File: config.mk
export PLATFORM = sky130hd
export DESIGN_NAME = controle_trigger_echo
export DESIGN_NICKNAME = d
export VERILOG_FILES = /design/src/rtl/controle_trigger_echo.sv
export SDC_FILE = /design/constraint.sdc
export NUM_CORES = 1
export LEC_CHECK = 0
export ABC_CLOCK_PERIOD_IN_PS = 2800
export CORE_MARGIN = 2
export CORE_UTILIZATION = 45
export DETAILED_ROUTE_END_ITERATION = 8
export PLACE_DENSITY = 0.6
export RECOVER_POWER = 100
export SYNTH_ARGS = -nofsm -noshare
export SYNTH_HDL_FRONTEND = slang
export SYNTH_SLANG_ARGS = --single-unit
File: constraint.sdc
create_clock -name clock -period 2.8 [get_ports clock]
set_input_delay 0.56 -clock clock [delete_from_list [all_inputs] [get_ports clock]]
set_output_delay 0.56 -clock clock [all_outputs]
set_load 0.02 [all_outputs]
File: src/rtl/controle_trigger_echo.sv
// -----------------------------------------------------------------------------
// controle_trigger_echo
//   Front end for an HC-SR04 class ultrasonic sensor. On a measurement request
//   it emits a fixed-width trigger pulse, waits for the echo, and forwards the
//   synchronised echo as a clean pulse for the downstream cm counter. Watchdogs
//   on the echo wait and on the echo width raise a sticky timeout flag.
//
// Parameters
//   T_TRIG     trigger width in clocks
//   T_ESPERA   max clocks from trigger end to echo rise
//   T_ECHO_MAX max echo width in clocks
//   N          shared cycle counter width, 2^N > max(T_TRIG,T_ESPERA,T_ECHO_MAX)
//
// Ports
//   clock      system clock
//   reset      asynchronous, active-high reset
//   medir      measurement request, level-sampled in the idle state
//   echo       raw sensor echo, asynchronous to clock
//   trigger    sensor trigger pulse
//   pulso      synchronised echo, gated to the measurement window
//   pronto     one-cycle strobe after a valid echo has ended
//   timeout    sticky error flag, cleared when the next measurement starts
//   db_estado  current state code
// -----------------------------------------------------------------------------
module controle_trigger_echo #(
  parameter int unsigned T_TRIG     = 500,
  parameter int unsigned T_ESPERA   = 50000,
  parameter int unsigned T_ECHO_MAX = 1900000,
  parameter int unsigned N          = 21
) (
  input  logic       clock,
  input  logic       reset,
  input  logic       medir,
  input  logic       echo,
  output logic       trigger,
  output logic       pulso,
  output logic       pronto,
  output logic       timeout,
  output logic [2:0] db_estado
);

  typedef enum logic [2:0] {
    S_INICIAL       = 3'd0,
    S_PREPARACAO    = 3'd1,
    S_ENVIA_TRIGGER = 3'd2,
    S_ESPERA_ECHO   = 3'd3,
    S_MEDIDA        = 3'd4,
    S_FINAL         = 3'd5,
    S_ERRO          = 3'd6
  } estado_t;

  localparam logic [N-1:0] TRIG_LAST   = N'(T_TRIG - 1);
  localparam logic [N-1:0] ESPERA_LAST = N'(T_ESPERA - 1);
  localparam logic [N-1:0] ECHO_LAST   = N'(T_ECHO_MAX - 1);

  estado_t        state_q, state_d;
  logic [N-1:0]   cnt_q, cnt_d;
  logic           echo_meta_q, echo_s_q, echo_d_q;
  logic           timeout_q, timeout_d;
  logic           subida;

  // Two-flop synchroniser plus one delay stage for rising-edge detection.
  always_ff @(posedge clock or posedge reset) begin
    if (reset) begin
      echo_meta_q <= 1'b0;
      echo_s_q    <= 1'b0;
      echo_d_q    <= 1'b0;
    end else begin
      echo_meta_q <= echo;
      echo_s_q    <= echo_meta_q;
      echo_d_q    <= echo_s_q;
    end
  end

  assign subida = echo_s_q & ~echo_d_q;

  always_ff @(posedge clock or posedge reset) begin
    if (reset) begin
      state_q   <= S_INICIAL;
      cnt_q     <= '0;
      timeout_q <= 1'b0;
    end else begin
      state_q   <= state_d;
      cnt_q     <= cnt_d;
      timeout_q <= timeout_d;
    end
  end

  // Next state. In espera_echo an echo edge outranks the watchdog, and in
  // medida an echo end outranks the width limit, so a tie never errors.
  always_comb begin
    state_d = state_q;
    case (state_q)
      S_INICIAL:       if (medir) state_d = S_PREPARACAO;
      S_PREPARACAO:    state_d = S_ENVIA_TRIGGER;
      S_ENVIA_TRIGGER: if (cnt_q == TRIG_LAST) state_d = S_ESPERA_ECHO;
      S_ESPERA_ECHO: begin
        if (subida)                    state_d = S_MEDIDA;
        else if (cnt_q == ESPERA_LAST) state_d = S_ERRO;
      end
      S_MEDIDA: begin
        if (!echo_s_q)               state_d = S_FINAL;
        else if (cnt_q == ECHO_LAST) state_d = S_ERRO;
      end
      S_FINAL:         state_d = S_INICIAL;
      S_ERRO:          state_d = S_INICIAL;
      default:         state_d = S_INICIAL;
    endcase
  end

  // Shared counter: zero on every state change, so each timed state starts
  // from 0 and the limits are compared against LIMIT-1.
  always_comb begin
    cnt_d = cnt_q;
    if (state_d != state_q) begin
      cnt_d = '0;
    end else if (state_q == S_ENVIA_TRIGGER || state_q == S_ESPERA_ECHO ||
                 state_q == S_MEDIDA) begin
      cnt_d = cnt_q + 1'b1;
    end
  end

  // Sticky error: raised together with entry to erro, dropped on entry to
  // preparacao.
  always_comb begin
    timeout_d = timeout_q;
    if (state_d == S_ERRO)            timeout_d = 1'b1;
    else if (state_d == S_PREPARACAO) timeout_d = 1'b0;
  end

  assign trigger   = (state_q == S_ENVIA_TRIGGER);
  assign pulso     = (state_q == S_MEDIDA);
  assign pronto    = (state_q == S_FINAL);
  assign timeout   = timeout_q;
  assign db_estado = state_q;

endmodule
Yosys cells after proc, flatten, opt, wreduce, memory -nomap -nowiden

Index checks and enable logic that the tools add are counted.

Flip-flop bits (word level): 28
Input bits: 4
Output and inout bits: 7

$add $sub $neg: 1
Eq/ne operators: 11
Multiplexer cells: 11
Bitwise logic cells: 2
Reductions and logical operators: 5

Operators by type and width:

| kind                                                   | number |
|---|---|
| two-way mux 21 bit                                     | 2 |
| adder 21 x 1 -> 21 bit (second input constant)         | 1 |
| equality test 21 x 16 -> 1 bit (second input constant) | 1 |
| equality test 21 bit (second input constant)           | 1 |
| equality test 21 x 9 -> 1 bit (second input constant)  | 1 |
| two-way mux 3 bit                                      | 6 |
| one-hot mux 3 bit (5 select lines)                     | 1 |
| equality test 3 bit (second input constant)            | 3 |
| equality test 3 x 1 -> 1 bit (second input constant)   | 2 |
| equality test 3 x 2 -> 1 bit (second input constant)   | 2 |
| nonzero test 2 bit                                     | 2 |
| zero test 3 bit                                        | 1 |
| != test 3 bit                                          | 1 |
| logical OR 1 bit                                       | 2 |
| two-way mux 1 bit                                      | 2 |
| AND 1 bit                                              | 1 |
| NOT 1 bit                                              | 1 |

Logic depth before layout (Yosys ltp)

Gate-level depths: netlist of run 1.

Depth in word-level cells: 7
Gate-level depth with buffers: 8
Mapped depth without buffers: 6

Worst setup path before layout of run 1

Ideal clock, no wire load.

Path kind: register -> register
Start: reg state_q[1], in the netlist db_estado[1]
End: reg cnt_q[0]
Library setup time: 126 ps
Data arrival time: 1987 ps
Path slack: 687 ps
Cell stages (with the launch flop): 8
Period minus slack after synthesis: 2113 ps
Cell sequence: dfrtp_1 > clkbuf_1 > nand2b_1 > nor2_1 > a41o_1 > o21a_1 > buf_2 > nor3_1

Elaborated cells between the ends (all ways): 17

RTL lines:

| what                                                                   | line     | text |
|---|---|---|
| start, declared                                                        | 56       | `estado_t state_q, state_d;` |
| start signal, assigned                                                 | 83       | `state_q <= state_d;` |
| equality test 3 x 2 -> 1 bit *                                         | --       |  |
| net trigger                                                            | 35       | `output logic trigger,` |
| one-hot mux 3 bit (5 select lines) or logical OR 1 bit (tied branches) | 93, 117  |  |
| != test 3 bit or logical OR 1 bit (tied branches)                      | 115, 117 |  |
| two-way mux 21 bit or nonzero test 2 bit (tied branches)               | --       |  |
| end signal, assigned                                                   | 84       | `cnt_q <= cnt_d;` |
| end, declared                                                          | 57       | `logic [N-1:0] cnt_q, cnt_d;` |

The timed path passes the listed nets; every way through them passes the cells marked *.
A chain may end at the register's enable or synchronous reset.

Worst setup path in the final report of run 1

Start: reg state_q[0], in the netlist db_estado[0]
End: out pulso

Word-level cells in the longest chain between the ends: 1

Ends and longest elaborated chain:

| what                | line | text |
|---|---|---|
| equality test 3 bit | 132  | `assign pulso = (state_q == S_MEDIDA);` |
| end, declared       | 36   | `output logic pulso,` |

No other way between the ends.

==> results.sh, run 1 <==
export IMPL_status="complete, no violations"
export IMPL_initial_core_util_pct=46.95
export IMPL_ys_warn_count=0
export IMPL_cts_path_max_buffers=2
export IMPL_avgViaCountPerCell=5.706
export IMPL_syn_area_mm2=0.001579
export IMPL_hold_violations=0
export IMPL_track_usage_pct=18.74
export IMPL_synth_nets=170
export IMPL_setup_viol=0
export IMPL_antenna_left=0
export IMPL_drive_above_1_share_pct=6.857
export IMPL_first_global_vias=1246
export IMPL_io_buffers=10
export IMPL_htreeDepth=1
export IMPL_endpoint_kind="primary output"
export IMPL_hp_class="register to register"
export IMPL_wl_per_cell_um=15.07
export IMPL_clk_latency_ns=0.34
export IMPL_period_share_pct=93.47
export IMPL_cts_sinks=28
export IMPL_crit_type="register to primary output"
export IMPL_syn_avg_cell_area_um2=9.570
export IMPL_path_clk_slew_ns=0.16
export IMPL_synth_cells=165
export IMPL_final_core_util_pct=52.38
export IMPL_ys_seq_area_share_pct=44.37
export IMPL_core_region_area_mm2=0.003363
export IMPL_gp_congestion=0.8742
export IMPL_drv_slew=0
export IMPL_final_common_cell="dfrtp_1"
export IMPL_synth_adder_area_share_pct=0.7924
export IMPL_drt_initial_drc_count=93
export IMPL_firstDrtPassIters=4
export IMPL_row_count=21
export IMPL_rsz0062_at_grt="false"
export IMPL_hpwl_um=2346
export IMPL_die_w_um=63.24
export IMPL_routed_wl_um=3330
export IMPL_final_cells=221
export IMPL_vias=1261
export IMPL_vdd_ir_drop_max_mv=0.3912
export IMPL_ys_ff_latch=28
export IMPL_die_h_um=63.24
export IMPL_postCtsSetupBuffers=0
export IMPL_tns_ns=0
export IMPL_grt_pass1_wl_um=5961
export IMPL_grt_overflow=0
export IMPL_final_cell_mix="dfrtp_1 (28), nor3_1 (26), nand2_1 (15)"
export IMPL_grt_max_degree=29
export IMPL_holdBufCountCts=0
export IMPL_cts_made_buffers=3
export IMPL_synth_largest_area_cell="dfrtp_1"
export IMPL_area_delta_synth_final_pct=11.57
export IMPL_finalClockSkew_ns=0.006976
export IMPL_worst_pin_slew_ns=1.480
export IMPL_cts_tree="yes"
export IMPL_drc_errors=0
export IMPL_worst_slew_margin_rel_pct=1.342
export IMPL_yosys_area_share_simple_pct=27.26
export IMPL_antenna_found_initial=0
export IMPL_io_pin_count=11
export IMPL_ff2ff_setup_slack_ns=0.41
export IMPL_p_leak_uw=0.0007131
export IMPL_yosysTopAreaCellShare_pct=44.37
export IMPL_synth_edf_count=0
export IMPL_fmax_mhz=382.1
export IMPL_antennaDiodeCount=0
export IMPL_critPathLaunchType="register"
export IMPL_dp_cells=217
export IMPL_critical_path_required_ns=2.24
export IMPL_synth_top_family_by_area="simple AND/OR/NAND/NOR gates"
export IMPL_ys_types=39
export IMPL_synth_compound_area_share_pct=11.49
export IMPL_netlist_top_cells_area="dfrtp_1 (44%), xor2_1 (7.8%), nor3_1 (7.6%)"
export IMPL_fin_nets=181
export IMPL_maxCapViolations=0
export IMPL_synth_mux_area_share_pct=0.6339
export IMPL_synth_flop_cell="dfrtp_1"
export IMPL_power_density_mw_per_mm2=709.8
export IMPL_fillers=344
export IMPL_cts_root_buf="clkbuf_4"
export IMPL_period_needed_ns=2.617
export IMPL_async_flop_share_pct=100.0
export IMPL_arrival_ns=2.06
export IMPL_worstPathMaxFanout=12
export IMPL_synth_xor_area_share_pct=11.09
export IMPL_dieArea_mm2=0.003999
-- synthesized netlist by cell type (all sizes together), types with 2 or more instances --
cell,n
dfrtp,28
inv,6
xnor2,6
a21oi,2
buf,6
a2111oi,2
nand2b,3
xor2,14
clkbuf,2
nand3,8
nor4,3
a311oi,2
nor2,10
nand4,6
o21ai,6
nand2,15
nor3,27
-- stage by stage --
| stage | hold WS [ns] | area (µm²) | total power, µW | setup slack [ns] |
|---|---|---|---|---|
| floorplan | 0.3312 | 1579 | 844.0 | 0.6870 |
| global placement | 0.3437 | 1720 | 984.1 | 0.5077 |
| detailed placement | 0.3379 | 1720 | 993.2 | 0.4607 |
| CTS | 0.3733 | 1773 | 1266 | 0.06060 |
| global route | 0.3852 | 1762 | 1323 | 0.08132 |
| finish | 0.3703 | 1762 | 1250 | 0.1829 |
-- worst max-delay path, stage by stage, from the launching register on --
cell and delay (ns):
dfrtp_1 0.53, or3b_4 0.50, inv_1 0.10, clkdlybuf4s50_1 0.60
-- final cells by class --
type / instances / area, µm² / share of cell area, %
clock buffer: 3 / 22.52 / 1.278
multi-input combinational: 123 / 802.0 / 45.53
tap: 46 / 57.56 / 3.267
clock inverter: 1 / 30.03 / 1.705
timing repair buffer: 14 / 126.4 / 7.173
inverter: 6 / 22.52 / 1.278
sequential: 28 / 700.7 / 39.77
-- routing by layer --
layer | share of wire [%] | global-route usage [%] | vias to the layer above | wire, µm
met2 | 47 | 30.59 | 40 | 1551
met4 | 2.1 | 6.793 | 0 | 69
met1 | 46 | 24.86 | 601 | 1548
met3 | 4.8 | 3.571 | 9 | 160
met5 | 0 | 0 | - | 0
li1 | - | - | 611 | -
-- state kept, by name, indices dropped and copies added (netlist names) --
name,cells
timeout,1
echo_s_q,1
db_estado,3
echo_d_q,1
echo_meta_q,1
cnt_q,21
-- power by group --
part	internal, µW	total [µW]	switching (µW)	leakage (µW)
clock	145	275	130	0.0000279
sequential	452	514	61.7	0.000374
combinational	173	462	289	0.000311
total	770	1250	480	0.000713
-- timing repair --
action                                 CTS  global route
resized for setup                        0             1
setup endpoints to repair                0             1
endpoints found under the hold margin    0             0
-- logic make-up (layout without fill, tap and decap cells) --
family,after synthesis,in the layout
simple gates,81,81
flops,28,28
compound gates,20,20
xor+xnor,20,20
buf+inv,14,24
fa+ha+maj,1,1
mux,1,1
-- path summary, 6_finish.rpt --
| path | startpoint | end | cells past startpoint |
|---|---|---|---|
| hold / removal | echo_meta_q | echo_s_q | 0 |
| setup reg to reg | cnt_q[0] | cnt_q[18] | 7 |
| max in group asynchronous | reset | cnt_q[4] | 3 |
| min in group asynchronous | reset | echo_s_q | 3 |
| hold reg to reg | echo_meta_q | echo_s_q | 0 |
| setup / recovery | db_estado[0] | pulso | 3 |
No activity file was read; power rests on OpenSTA's default activity.
==> inputs of run 2 (changes only) <==
- ABC_CLOCK_PERIOD_IN_PS: 2800 -> 2500
- PLACE_DENSITY: 0.6 -> not set
- clock period: 2.8 -> 2.5 ns (I/O delays scaled with it)
==> run 2 against run 1 <==
The flow now finishes with violations (capacitance limit, slew limit). First-iteration DRC count decreased by 24%. Highest routed layer unchanged. Critical endpoint unchanged. Critical path depth unchanged. Register-to-register slack worse by 0.21 ns. Clock skew shrank 0.0038 ns. Critical path type unchanged.
==> results.sh, run 2 (synthesis gave the netlist of run 1 again) <==
export IMPL_status="finished, violations left"
export IMPL_violations="capacitance limit, slew limit"
export IMPL_cts_sinks=28
export IMPL_hold_violations=0
export IMPL_power_total_uw=1334
export IMPL_first_global_vias=1169
export IMPL_setup_ws_ns=0.08094
export IMPL_routed_wl_um=3318
export IMPL_die_w_um=63.24
export IMPL_critPathLaunchType="register"
export IMPL_period_share_pct=96.76
export IMPL_io_buffers=10
export IMPL_worst_pin_slew_ns=1.513
export IMPL_wl_per_cell_um=14.81
export IMPL_pre_cts_slack_ns=-0.05185
export IMPL_dieArea_mm2=0.003999
export IMPL_cts_tree="yes"
export IMPL_fillers=327
export IMPL_p_leak_uw=0.0007165
export IMPL_fmax_mhz=413.4
export IMPL_ff2ff_setup_slack_ns=0.20
export IMPL_ff2ff_path_depth=6
export IMPL_dp_cells=220
export IMPL_cts_root_buf="clkbuf_4"
export IMPL_setup_viol=0
export IMPL_min_path_cells=0
export IMPL_arrival_ns=1.92
export IMPL_holdPathEnd="echo_s_q"
export IMPL_grt_overflow=0
export IMPL_min_from="echo_meta_q"
export IMPL_cts_made_buffers=3
export IMPL_endpoint_kind="primary output"
export IMPL_initial_core_util_pct=46.95
export IMPL_placed_cell_area_mm2=0.001743
export IMPL_maxCapViolations=1
export IMPL_antenna_found_initial=0
export IMPL_wl_met1_um=1627
export IMPL_gp_congestion=0.8011
export IMPL_cts_path_max_buffers=2
export IMPL_track_usage_pct=18.23
export IMPL_grt_pass1_wl_um=5782
export IMPL_largest_reg_flops=21
export IMPL_finalClockSkew_ns=0.003133
export IMPL_drc_errors=0
export IMPL_top_layer="met4"
export IMPL_r2r_start="cnt_q[16]"
export IMPL_final_common_cell="dfrtp_1"
export IMPL_drive_above_1_share_pct=8.989
export IMPL_wl_met2_um=1515
export IMPL_worstPathMaxFanout=11
export IMPL_core_region_area_mm2=0.003363
export IMPL_period_needed_ns=2.419
export IMPL_firstDrtPassIters=4
export IMPL_vdd_ir_drop_max_mv=0.2837
export IMPL_fin_area_mm2=0.001768
export IMPL_vias=1258
export IMPL_rsz0062_at_grt="false"
export IMPL_htreeDepth=1
export IMPL_io_pin_count=11
export IMPL_critical_path_required_ns=2.00
export IMPL_final_cells=224
export IMPL_hp_class="register to register"
export IMPL_die_h_um=63.24
export IMPL_hpwl_um=2269
export IMPL_power_density_mw_per_mm2=754.5
export IMPL_met3_length_um=128
export IMPL_final_cell_mix="dfrtp_1 (27), nor3_1 (26), nand2_1 (15)"
export IMPL_fin_nets=184
export IMPL_clk_latency_ns=0.34
export IMPL_top_register="cnt_q"
export IMPL_antennaDiodeCount=0
export IMPL_grt_max_degree=29
export IMPL_reg2reg_to="cnt_q[9]"
export IMPL_drv_slew=29
export IMPL_avgViaCountPerCell=5.616
export IMPL_antenna_left=0
export IMPL_hold_slack_ns=0.3879
export IMPL_worst_slew_margin_rel_pct=-0.8464
export IMPL_crit_type="register to primary output"
export IMPL_holdBufCountCts=0
export IMPL_row_count=21
export IMPL_area_delta_synth_final_pct=11.97
export IMPL_path_clk_slew_ns=0.15
export IMPL_drt_initial_drc_count=71
[run 2: cell count changes in the layout (fill, tap and decap cells not counted)]
| cell | delta |
|---|---|
| buf_4 | +2 |
| bufinv_16 | -1 |
| clkbuf_4 | +1 |
| clkbuf_8 | +1 |
| clkdlybuf4s50_1 | -1 |
| dfrtp_1 | -1 |
| dfrtp_2 | +1 |
| dlygate4sd3_1 | +1 |
| o21a_1 | -1 |
| o21a_2 | +1 |
| or3b_1 | +1 |
| or3b_4 | -1 |
[run 2: worst max-delay path by stage]
stage                     endpoint  slack, ns          from  cells past startpoint
after floorplan           cnt_q[0]       0.39  db_estado[1]                      7
after global placement    cnt_q[1]       0.05     cnt_q[16]                      5
after detailed placement  cnt_q[1]      -0.05     cnt_q[16]                      5
after CTS                    pulso       0.01  db_estado[2]                      3
after global routing         pulso       0.02  db_estado[2]                      3
final                        pulso       0.08  db_estado[2]                      3
[run 2: layer usage]
metal | up-vias | global-route usage (%)
met1 | 603 | 27.09
met4 | 0 | 5.707
met2 | 33 | 27.79
met3 | 5 | 2.143
met5 | - | 0
li1 | 617 | -
[run 2: power breakdown]
part	switching, µW	internal [µW]	total, µW
registers	52.6	507	559
logic	341	205	546
clock network	139	89.4	229
[run 2: per-stage QoR]
| step | utilization [%] | TNS [ns] |
|---|---|---|
| after floorplan | - | 0 |
| after global placement | 51.82 | 0 |
| after detailed placement | 51.82 | -0.4915 |
| after CTS | 52.94 | 0 |
| after global routing | 52.57 | 0 |
| final | 52.57 | 0 |
[run 2: layout make-up]
class                      count  area (µm²)  area share, %
clock buffer                   4       36.28          2.052
tap                           46       57.56          3.255
sequential                    28       701.9          39.70
inverter                       6       22.52          1.274
multi-input combinational    123       800.8          45.29
timing repair buffer          17       148.9          8.422
[run 2: critical path, cell delays in order (launching register included)]
cell	delay (ns)
dfrtp_2	0.48
or3b_1	0.40
inv_1	0.10
clkdlybuf4s50_1	0.60
[run 2: timing repair]
item,in CTS,in global routing
gates resized for setup,1,1
setup buffers,0,0
setup endpoints to repair,21,1
==> inputs of run 3 (changes only) <==
- CELL_PAD_IN_SITES_DETAIL_PLACEMENT: not set -> 1
- CELL_PAD_IN_SITES_GLOBAL_PLACEMENT: not set -> 2
- CORE_UTILIZATION: 45 -> 37
- PLACE_DENSITY_LB_ADDON: not set -> 0.1
==> run 3 against run 2 <==
The flow still finishes with violations (capacitance limit, slew limit). Utilization is 8.0 points lower. Final cell count is 2.2% higher. Critical path type unchanged. Count of clock-buffer cells in the layout stayed put. Total power is 8.3% higher. Cell area is 2.3% higher. Sequential cell count stayed put. Clock skew hardly changed. Combinational power is 12% higher.
==> results.sh, run 3 (synthesis gave the netlist of run 1 again) <==
export IMPL_status="finished, violations left"
export IMPL_violations="capacitance limit, slew limit"
export IMPL_r2r_start="cnt_q[16]"
export IMPL_setup_viol=0
export IMPL_worst_slew_margin_rel_pct=-1.528
export IMPL_drc_errors=0
export IMPL_antenna_found_initial=0
export IMPL_power_density_mw_per_mm2=798.5
export IMPL_ff2ff_setup_slack_ns=0.18
export IMPL_p_leak_uw=0.0007405
export IMPL_swShare_pct=38.86
export IMPL_worstPathMaxFanout=8
export IMPL_period_share_pct=95.89
export IMPL_drt_initial_drc_count=33
export IMPL_initial_core_util_pct=38.91
export IMPL_intPower_uw=883.4
export IMPL_ctsResizeCount=0
export IMPL_first_global_vias=1359
export IMPL_path_clk_slew_ns=0.09
export IMPL_holdBufCountCts=0
export IMPL_worst_pin_slew_ns=1.523
export IMPL_firstDrtPassIters=4
export IMPL_wl_per_cell_um=16.76
export IMPL_cts_tree="yes"
export IMPL_die_h_um=69.33
export IMPL_p_sw_uw=561.4
export IMPL_io_pin_count=11
export IMPL_period_needed_ns=2.397
export IMPL_dieArea_mm2=0.004806
export IMPL_core_region_area_mm2=0.004058
export IMPL_track_usage_pct=17.66
export IMPL_arrival_ns=1.90
export IMPL_grt_pass1_wl_um=6796
export IMPL_row_count=23
export IMPL_avgViaCountPerCell=5.668
export IMPL_io_buffers=10
export IMPL_critical_path_required_ns=2.00
export IMPL_reg2reg_to="cnt_q[8]"
export IMPL_endpoint="pulso"
export IMPL_grt_overflow=0
export IMPL_final_cell_mix="dfrtp_1 (28), nor3_1 (26), nand2_1 (15)"
export IMPL_grt_max_degree=29
export IMPL_hpwl_um=2811
export IMPL_antenna_left=0
export IMPL_ff2ff_path_depth=6
export IMPL_p_clk_share_pct=19.6
export IMPL_endpoint_kind="primary output"
export IMPL_clk_latency_ns=0.28
export IMPL_pwr_share_comb_pct=42.2
export IMPL_cts_made_buffers=3
export IMPL_critPathLaunchType="register"
export IMPL_area_delta_synth_final_pct=14.58
export IMPL_hold_violations=0
export IMPL_rsz0062_at_grt="false"
export IMPL_final_common_cell="dfrtp_1"
export IMPL_fmax_mhz=417.1
export IMPL_vias=1298
export IMPL_hold_slack_ns=0.3705
export IMPL_power_frac_seq_pct=38.3
export IMPL_top_register="cnt_q"
export IMPL_gp_congestion=0.8680
export IMPL_maxCapViolations=1
export IMPL_cts_path_max_buffers=2
export IMPL_critPathLaunch="db_estado[1]"
export IMPL_antennaDiodeCount=0
export IMPL_drv_slew=29
export IMPL_routed_wl_um=3837
export IMPL_finalClockSkew_ns=0.003515
export IMPL_crit_type="register to primary output"
export IMPL_largest_reg_flops=21
export IMPL_hp_class="register to register"
export IMPL_drive_above_1_share_pct=8.939
export IMPL_power_total_uw=1445
export IMPL_die_w_um=69.33
export IMPL_cts_sinks=28
export IMPL_htreeDepth=1
export IMPL_vdd_ir_drop_max_mv=0.2801
export IMPL_tns_ns=0
export IMPL_fin_nets=185
export IMPL_cts_root_buf="clkbuf_8"
export IMPL_postCtsSetupBuffers=0
## run 3: metal layers
layer / share of wire [%] / track usage (%) / vias to the layer above / routed length [µm]
li1: - / - / 621 / -
met1: 48 / 23.42 / 653 / 1842
met2: 47 / 28.53 / 17 / 1802
met3: 3.2 / 3.634 / 7 / 121
met4: 1.8 / 6.318 / 0 / 70
met5: 0 / 0 / - / 0
## run 3: metrics by stage
stage / utilization, % / cells / setup WS, ns / instance area, µm²
final: 44.59 / 229 / 0.1028 / 1809
after global routing: 44.59 / 229 / 0.03830 / 1809
after CTS: 44.93 / 229 / 0.03801 / 1823
after detailed placement: 43.57 / 225 / 0.1912 / 1768
after global placement: 43.57 / 225 / 0.2933 / 1768
after floorplan: - / 165 / 0.3870 / 1579
## run 3: layout make-up
class / count / area [µm²]
fillers: 456 / 2248
multi-input cells: 123 / 802.0
flip-flops and latches: 28 / 700.7
repair buffers: 18 / 166.4
well taps: 50 / 62.56
clock buffers: 4 / 55.05
inverters: 6 / 22.52
## run 3: how the worst min path moves through the flow
stage	startpoint	endpoint	slack, ns	depth (start not counted)
final	echo_meta_q	echo_s_q	0.37	0
after floorplan	echo_meta_q	echo_s_q	0.33	0
after global placement	echo_meta_q	echo_s_q	0.33	0
after global routing	echo_meta_q	echo_s_q	0.38	0
after CTS	echo_meta_q	echo_s_q	0.38	0
after detailed placement	echo_meta_q	echo_s_q	0.35	0
## run 3: critical path, cell delays in order, from the launching register on
cell	delay, ns
dfrtp_1	0.39
or3b_4	0.47
inv_1	0.10
dlygate4sd3_1	0.67
## run 3: power by group through the flow
stage               Sequential (µW)  Clock, µW  Combinational, µW
floorplan                       582          0                363
global placement                559          0                608
detailed placement              561          0                632
CTS                             552        291                635
global route                    563        314                674
finish                          553        283                609
